**src/rtl/hvac_actuator_sequencer.sv**
```systemverilog
// hvac_actuator_sequencer
// Turns per-cycle heat/cold demand from the temperature controller into
// actuator drives. It enforces a minimum on-time for every run and a minimum
// off-time (lockout) after every run. The two drives are never high together.

module hvac_actuator_sequencer #(
  parameter int unsigned MIN_ON  = 4,
  parameter int unsigned MIN_OFF = 3,
  parameter int unsigned CNT_W   = 8
) (
  input  logic       clk,
  input  logic       reset,
  input  logic       heat,
  input  logic       cold,
  output logic       heater_en,
  output logic       cooler_en,
  output logic [1:0] state,
  output logic       fault
);

  typedef enum logic [1:0] {
    IDLE    = 2'd0,
    HEAT_ON = 2'd1,
    COOL_ON = 2'd2,
    LOCKOUT = 2'd3
  } state_e;

  localparam logic [CNT_W-1:0] OnLimit  = CNT_W'(MIN_ON);
  localparam logic [CNT_W-1:0] OffLimit = CNT_W'(MIN_OFF);
  localparam logic [CNT_W-1:0] CntOne   = CNT_W'(1);

  state_e           state_q, state_d;
  logic [CNT_W-1:0] onCnt_q, onCnt_d;
  logic [CNT_W-1:0] offCnt_q, offCnt_d;
  logic             heaterEn_q, heaterEn_d;
  logic             coolerEn_q, coolerEn_d;
  logic             fault_q, fault_d;

  logic reqH;
  logic reqC;
  logic onDone;
  logic offDone;

  // A simultaneous heat and cold request is invalid. It counts as no demand.
  assign reqH    = heat & ~cold;
  assign reqC    = cold & ~heat;
  assign onDone  = (onCnt_q >= OnLimit);
  assign offDone = (offCnt_q >= OffLimit);

  // State, dwell counters and registered outputs; reset drops everything at once
  always_ff @(posedge clk or posedge reset) begin
    if (reset) begin
      state_q    <= IDLE;
      onCnt_q    <= '0;
      offCnt_q   <= '0;
      heaterEn_q <= 1'b0;
      coolerEn_q <= 1'b0;
      fault_q    <= 1'b0;
    end else begin
      state_q    <= state_d;
      onCnt_q    <= onCnt_d;
      offCnt_q   <= offCnt_d;
      heaterEn_q <= heaterEn_d;
      coolerEn_q <= coolerEn_d;
      fault_q    <= fault_d;
    end
  end

  // Next-state decision; a changeover between heating and cooling always goes through LOCKOUT
  always_comb begin
    state_d = state_q;
    unique case (state_q)
      IDLE: begin
        if (reqH) begin
          state_d = HEAT_ON;
        end else if (reqC) begin
          state_d = COOL_ON;
        end
      end
      HEAT_ON: begin
        if (onDone && !reqH) begin
          state_d = LOCKOUT;
        end
      end
      COOL_ON: begin
        if (onDone && !reqC) begin
          state_d = LOCKOUT;
        end
      end
      LOCKOUT: begin
        if (offDone) begin
          if (reqH) begin
            state_d = HEAT_ON;
          end else if (reqC) begin
            state_d = COOL_ON;
          end else begin
            state_d = IDLE;
          end
        end
      end
      default: state_d = IDLE;
    endcase
  end

  // Output and counter decode from the state being entered, so the drives change on the entry edge
  always_comb begin
    heaterEn_d = (state_d == HEAT_ON);
    coolerEn_d = (state_d == COOL_ON);
    fault_d    = heat & cold;

    onCnt_d  = onCnt_q;
    offCnt_d = offCnt_q;

    if ((state_d == HEAT_ON || state_d == COOL_ON) && (state_d != state_q)) begin
      onCnt_d = CntOne;
    end else if ((state_q == HEAT_ON || state_q == COOL_ON) && !onDone) begin
      onCnt_d = onCnt_q + CntOne;
    end

    if ((state_d == LOCKOUT) && (state_q != LOCKOUT)) begin
      offCnt_d = CntOne;
    end else if ((state_q == LOCKOUT) && !offDone) begin
      offCnt_d = offCnt_q + CntOne;
    end
  end

  assign heater_en = heaterEn_q;
  assign cooler_en = coolerEn_q;
  assign state     = state_q;
  assign fault     = fault_q;

endmodule

```
**config.mk**
```make
export PLATFORM = sky130hd
export DESIGN_NAME = hvac_actuator_sequencer
export DESIGN_NICKNAME = d
export VERILOG_FILES = /design/src/rtl/hvac_actuator_sequencer.sv
export SDC_FILE = /design/constraint.sdc
export NUM_CORES = 1
export LEC_CHECK = 0
export BUFFER_PORTS_ARGS = -buffer_cell sky130_fd_sc_hd__buf_2
export CORE_UTILIZATION = 42
export CTS_BUF_LIST = sky130_fd_sc_hd__clkbuf_8
export DETAILED_ROUTE_END_ITERATION = 16
export PLACE_DENSITY = 0.69
export REMOVE_ABC_BUFFERS = 1
export SLEW_MARGIN = 20
export SYNTH_ARGS = -nofsm -noshare
export SYNTH_HDL_FRONTEND = slang
export SYNTH_SLANG_ARGS = --single-unit
```
**constraint.sdc**
```tcl
create_clock -name clk -period 6.7 [get_ports clk]
set_input_delay 0.335 -clock clk [delete_from_list [all_inputs] [get_ports clk]]
set_output_delay 0.335 -clock clk [all_outputs]
set_load 0.1 [all_outputs]
```
==> results.md, run 1 <==
* CP Max Fanout at 10
* Status: complete, no violations
* Total wire length at 2080 um
* TritonCTS clock tree: yes
* Worst r2r path cells at 10
* Initial DRC count at 16
* Slew headroom at 47.1%
* Most used DFF post-synth: dfrtp_1
* DR vias at slightly above 800
* # resized after CTS at 0
* Post-synthesis cell type count at 36
* Crit path time final at 2.72 ns
* Total Negative Setup Slacks at 0 ns
* # diodes at 0
* DRC viols at 0
* Nets at 137
* Share of layout cells above drive strength 1 at 20.5%
* Crit Path Category: register to register
* Buffers on Ports at 8
* Yosys warns at 0
* Core area at 2540 um^2
* Synthesized area per cell at ~11 um^2
* Sequential area share after synthesis at roughly 45%
* Post-synthesis instance total at between 100 and 150
* Hold Vio Cnt, Final at 0
* Final WS setup at 3.98 ns
* Die Height at around 55 um
* Buffer count from post-CTS setup fixing at 0
* Core Rows at 18
* Post-Place Cells at between 100 and 150
* Final setup skew at 0.00810 ns
* Horizontal die dimension at 54.8 um
* Final cell count without fillers at 152
* Max Freq at 0.368 GHz
* CTS Hold Bufs at 0
* Total clock sinks at 21
* Area growth from synthesis to layout at 10.6%
* Setup violators final at 0
* First-pass GRT wire length at approximately 3500 um
* Max-slew violations at 0
* Antenna Nets Post-Route at 0
* Via/cell ratio at 5.30
* Gr ovfl total at 0
* Die Footprint at 3000 um^2
* Mapped cell area at approximately 1200 um^2
* PD cells at 492 nW/um^2
* Clk pin slew, worst setup/hold paths at 0.08 ns
* Ys async rst share at 100%
* Post-DP HPWL at 1600 um
* Vias in the first global route at 794
* Antenna violations before repair at 0
* Drt first pass iters at 4
* Clk_lat worst skew at between 0.2 and 0.3 ns
* Htree depth at 1
* Post-place setup slack at between 4 and 5 ns
* Final Cycle Share at 40.6%
* Largest net degree at the start of global routing at 22
* Post-synthesis register bit count at 21
* Cts bufs inserted at 3
* Hold WC Path Type: input port to asynchronous set/reset pin
* Yosys top cell by area: dfrtp_1
* Peak VDD IR at 0.291 mV
* GPL Wtd Cong at 0.865
* Clock Tree Buf Depth at 2
* Arrival @ worst endpoint at 2.85 ns
* Fillers at 236
* Clock Tree Root: clkbuf_8
* I/O pins at 9
* Critical path required time at 6.83 ns
* Drt wl/cell at 13.7 um
* Number of enable flip-flop cells after synthesis at 0
* Leak at 0.631 nW
* Post-synth top area share at around 45%
* Design Power at roughly 0.00064 W
* Largest cells by area after synthesis: dfrtp_1 45%, ha_1 11%, and2_1 4.3%
* Crit start category: register
* Worst slew pin tran at slightly below 0.8 ns
* CP endpoint kind: register
* Max-Cap Viols at 0
* Initial Utilization at 45.9%
* GRT Overall Usage at 16.7%
* Unrepaired setup endpoints after global routing: no
Yosys cell counts (2+ instances only):
cell	number
a21oi_1	2
and2_1	8
dfrtp_1	21
ha_1	10
inv_1	9
nand2_1	13
nand2b_1	2
nand3_1	4
nor2_1	4
nor3_1	8
nor4_4	2
o21ai_0	3
power by group:
part / leakage, nW / internal, W / switching [W] / total (W)
combinational: 0.328 / 0.000118 / 0.000260 / 0.000378
sequential: 0.277 / 0.000152 / 0.0000246 / 0.000177
clock: 0.0255 / 0.0000413 / 0.0000397 / 0.0000810
layer usage:
metal  wire [um]  GRT usage, %
met3          49          4.17
met1        1040          23.1
met2         980          26.7
met4           8          2.56
met5           0             0
metrics by stage:
step	hold WS (ns)	utilization, %	cell area (um^2)
2_1_floorplan	0.312	-	1170
3_3_place_gp	0.474	49.0	1250
3_5_place_dp	0.498	49.0	1250
4_1_cts	0.245	50.8	1290
5_1_grt	0.287	50.8	1290
6_report	0.214	50.8	1290
sequential cells by signal (all words and copies together), names as in the netlist:
name,count
offCnt_q,8
state,2
heater_en,1
cooler_en,1
onCnt_q,8
fault,1
final timing paths:
check	startpoint	endpoint	slack, ns
max	state[1]	onCnt_q[0]	3.98
min	reset	offCnt_q[4]	0.21
max reg2reg	state[1]	onCnt_q[0]	3.98
min reg2reg	offCnt_q[1]	offCnt_q[1]	0.51
max in group asynchronous	reset	fault	5.98
min in group clk	cold	fault	0.37
layout by cell type, fill, tap and decap left out, types with 2 or more instances in the layout:
cell type	Yosys	final
dfrtp_1	21	21
nand2_1	13	13
ha_1	10	10
inv_1	9	9
and2_1	8	8
nor3_1	8	8
buf_2	0	8
nand3_1	4	4
nor2_1	4	4
o21ai_0	3	3
clkbuf_8	0	3
nor4_4	2	2
nand2b_1	2	2
a21oi_1	2	2
layout make-up:
type | count | area, um^2 | area share, %
multi-input combinational | 79 | 606 | 46.9
timing repair buffer | 8 | 40.0 | 3.10
tap | 30 | 37.5 | 2.90
inverter | 10 | 37.5 | 2.90
clock inverter | 1 | 5.00 | 0.387
clock buffer | 3 | 41.3 | 3.19
sequential | 21 | 526 | 40.7
worst max-delay path: stages (launching register included):
cell	delay (ns)
dfrtp_1	0.52
inv_2	0.17
ha_1	0.27
nor2_1	0.09
a21oi_1	0.15
nor3_1	0.06
a31oi_1	0.21
o21a_1	0.24
ha_1	0.30
o2111a_2	0.22
or3_1	0.37
logic make-up after synthesis:
| kind of cell | after synthesis | synth area share, % |
|---|---|---|
| AO/OA/AOI/OAI | 19 | 15.1 |
| XOR/XNOR | 1 | 0.750 |
| adder cells (fa/ha/maj) | 10 | 10.7 |
| buffers and inverters | 10 | 3.21 |
| flip-flops | 21 | 45.0 |
| multiplexers | 2 | 1.82 |
| AND/OR/NAND/NOR | 47 | 23.4 |
(Power assumes the default switching activity.)
==> inputs of run 2 (changes only) <==
Settings changed: ABC_AREA set to 1, PLACE_DENSITY 0.69 to 0.72.
Clock period 6.7 ns to 2.28 ns, I/O delays scaled along.
==> run 2 against run 1 <==
Die area shrank 6.0%. Routed wire length shrank 10%. Sequential cell count is the same. Clock skew shrank 0.0028 ns. Critical path depth is the same. Register-to-register slack lost 3.8 ns. The flow now finishes with violations (negative hold slack). Final cell count grew 13%.
==> results.md, run 2 <==
* Crit Path Category: register to register
* Hold Vio Cnt, Final at 21
* TritonCTS clock tree: yes
* Combinational power share at 59.1%
* Largest net degree at the start of global routing at 22
* Drt first pass iters at 5
* Max Freq at 0.476 GHz
* Post-synthesis register bit count at 21
* Initial DRC count at 12
* Worst r2r path cells at 10
* Design Power at 0.00178 W
* Drt wl/cell at 10.9 um
* CP max-delay cell: dfrtp_1
* Slew headroom at 47.5%
* Synth Area in Compound Gates at 5.94%
* Buffers on Ports at 8
* Nets at roughly 160
* Levels on crit path at 10
* DRC viols at 0
* Hold WC Path Type: input port to asynchronous set/reset pin
* Post-DP HPWL at around 1400 um
* Cts bufs inserted at 3
* Clock power share at 13.4%
* Clock Tree Root: clkbuf_8
* Post-Place Cells at approximately 170
* Peak VDD IR at approximately 1.1 mV
* Slowest stage delay, CP at 0.47 ns
* Post-Synth Adder-Cell Area at about 11%
* Total clock sinks at 21
* Internal at 0.000879 W
* Share of layout cells above drive strength 1 at roughly 15%
* P_sw at 0.000906 W
* Number of enable flip-flop cells after synthesis at 0
* Family with the most delay on the worst path: simple AND/OR/NAND/NOR gates
* Synth Area in Simple Gates at between 20% and 30%
* Final Cycle Share at 92.2%
* Arrival @ worst endpoint at 2.24 ns
* Post-synthesis cell type count at 17
* Main combinational cell family by area after synthesis: simple AND/OR/NAND/NOR gates
* CTS Hold Bufs at 0
* Max-Cap Viols at 0
* Crit path time final at 2.10 ns
* Status: finished, violations left
* Clock Tree Buf Depth at 2
* Antenna violations before repair at 0
* Htree depth at 1
* Horizontal die dimension at 53.1 um
* Most used DFF post-synth: dfrtp_1
* CP Max Fanout at 7
* Die Height at around 53 um
* Sw frac at between 50% and 60%
* Sequential Power Share at 27.5%
* Multiplexer area fraction after synthesis at 1.03%
* First-pass GRT wire length at 2960 um
* Leak at roughly 0.68 nW
* Crit path buf inv count at 0
* PD cells at 1450 nW/um^2
* Core area at between 2000 and 2500 um^2
* Antenna Nets Post-Route at 0
* Total wire length at roughly 1900 um
* Critical path required time at between 2 and 2.5 ns
* CP endpoint kind: register
* Max-slew violations at 0
* Mapped cell area at ~1100 um^2
* Failing checks: negative hold slack
* Worst slew pin tran at 0.786 ns
* Post-synthesis instance total at 129
* Area growth from synthesis to layout at 12.2%
* Clk_lat worst skew at 0.26 ns
* Ys async rst share at between 90% and 100%
* Synthesized area per cell at 8.50 um^2
* Die Footprint at ~2800 um^2
* # diodes at 0
* Yosys warns at 0
* DR vias at between 800 and 900
* Final cell count without fillers at 172
* Most frequent cell after synthesis: inv_1
* Clk pin slew, worst setup/hold paths at 0.08 ns
* Initial Utilization at 44.2%
* Most used cell, CP: nand2_1
* Setup violators final at 0
* R2R setup slack at between 0.15 and 0.2 ns
* Worst-path cell chain: ha_1, or2_0, a21oi_1, nand2_1, nand2_2, nand2_2, ha_1, nand2_1, nand2_1, mux2_2
* Post-synth top area share at 47.9%
* Yosys top cell by area: dfrtp_1
* Unrepaired setup endpoints after global routing: no
* Synth Area in XOR/XNOR at 0.799%
* Post-place setup slack at 0.127 ns
* Buffer count from post-CTS setup fixing at 0
* Crit start category: register
* Largest cells by area after synthesis: dfrtp_1 48%, ha_1 11%, inv_1 9.2%
* Sequential area share after synthesis at 47.9%
* Final setup skew at 0.00527 ns
* Via/cell ratio at 4.66
* Commonest non-fill, non-tap cell in the layout: inv_1
* Commonest non-fill, non-tap cells in the layout: 27 x inv_1, 21 x nand2_1, 21 x dfrtp_1
* I/O pins at 9
* Final WS setup at ~0.18 ns
* # resized after CTS at 0
* GPL Wtd Cong at a little under 0.8
* Core Rows at 18
* Vias in the first global route at 742
* Gr ovfl total at 0
* GRT Overall Usage at 14.8%
* WHS at -0.00760 ns
* Post-synth top cells: 27 x inv_1, 21 x dfrtp_1, 21 x nand2_1, 15 x nor2_1
==> run 2: path summary, 6_finish.rpt <==
check                            startpoint     endpoint
worst max-delay path               state[1]  offCnt_q[0]
worst min-delay path                  reset  offCnt_q[1]
worst max register to register     state[1]  offCnt_q[0]
worst min register to register  offCnt_q[5]  offCnt_q[5]
max in group asynchronous             reset  offCnt_q[3]
min in group clk                       cold        fault
==> run 2: metrics by stage <==
stage	TNS, ns	area, um^2	util (%)
3_3_place_gp	0	1180	47.5
5_1_grt	0	1230	49.6
4_1_cts	0	1220	49.3
6_report	0	1230	49.6
3_5_place_dp	0	1180	47.5
2_1_floorplan	-5.38	1090	-
==> run 2: layout make-up <==
class,instances,area (um^2)
Multi-Input combinational cell,79,460
Tap cell,30,37.5
Clock inverter,1,5.00
Clock buffer,3,41.3
Fill cell,239,1250
Sequential cell,21,526
Timing Repair Buffer,10,55.1
Inverter,28,105
==> run 2: worst reg2reg max path: stages, from the launching register on <==
cell     delay, ns
dfrtp_1       0.47
ha_1          0.24
or2_0         0.22
a21oi_1       0.15
nand2_1       0.10
nand2_2       0.10
nand2_2       0.10
ha_1          0.21
nand2_1       0.08
nand2_1       0.07
mux2_2        0.26
==> run 2: layer usage <==
layer  vias to the layer above  track usage [%]  part of all wire, %
met5                         -                0                    0
met4                         0             3.07                 0.59
met3                         2             3.45                  3.1
met2                        11             26.2                   49
met1                       373             18.1                   47
li1                        416                -                    -
==> run 2: cell families (layout without fill, tap and decap cells) <==
group	Yosys count	after routing
simple gates	54	54
buf+inv	29	42
flops	21	21
compound gates	13	13
fa+ha+maj	10	10
xor+xnor	1	1
mux	1	1
==> run 2: power by group through the flow <==
stage                     clock (W)  sequential, W  combinational, W
after CTS                  0.000247       0.000496           0.00104
after global placement            0       0.000499           0.00100
final                      0.000239       0.000490           0.00106
after detailed placement          0       0.000503           0.00104
after global routing       0.000268       0.000499           0.00116
after floorplan                   0       0.000711          0.000606
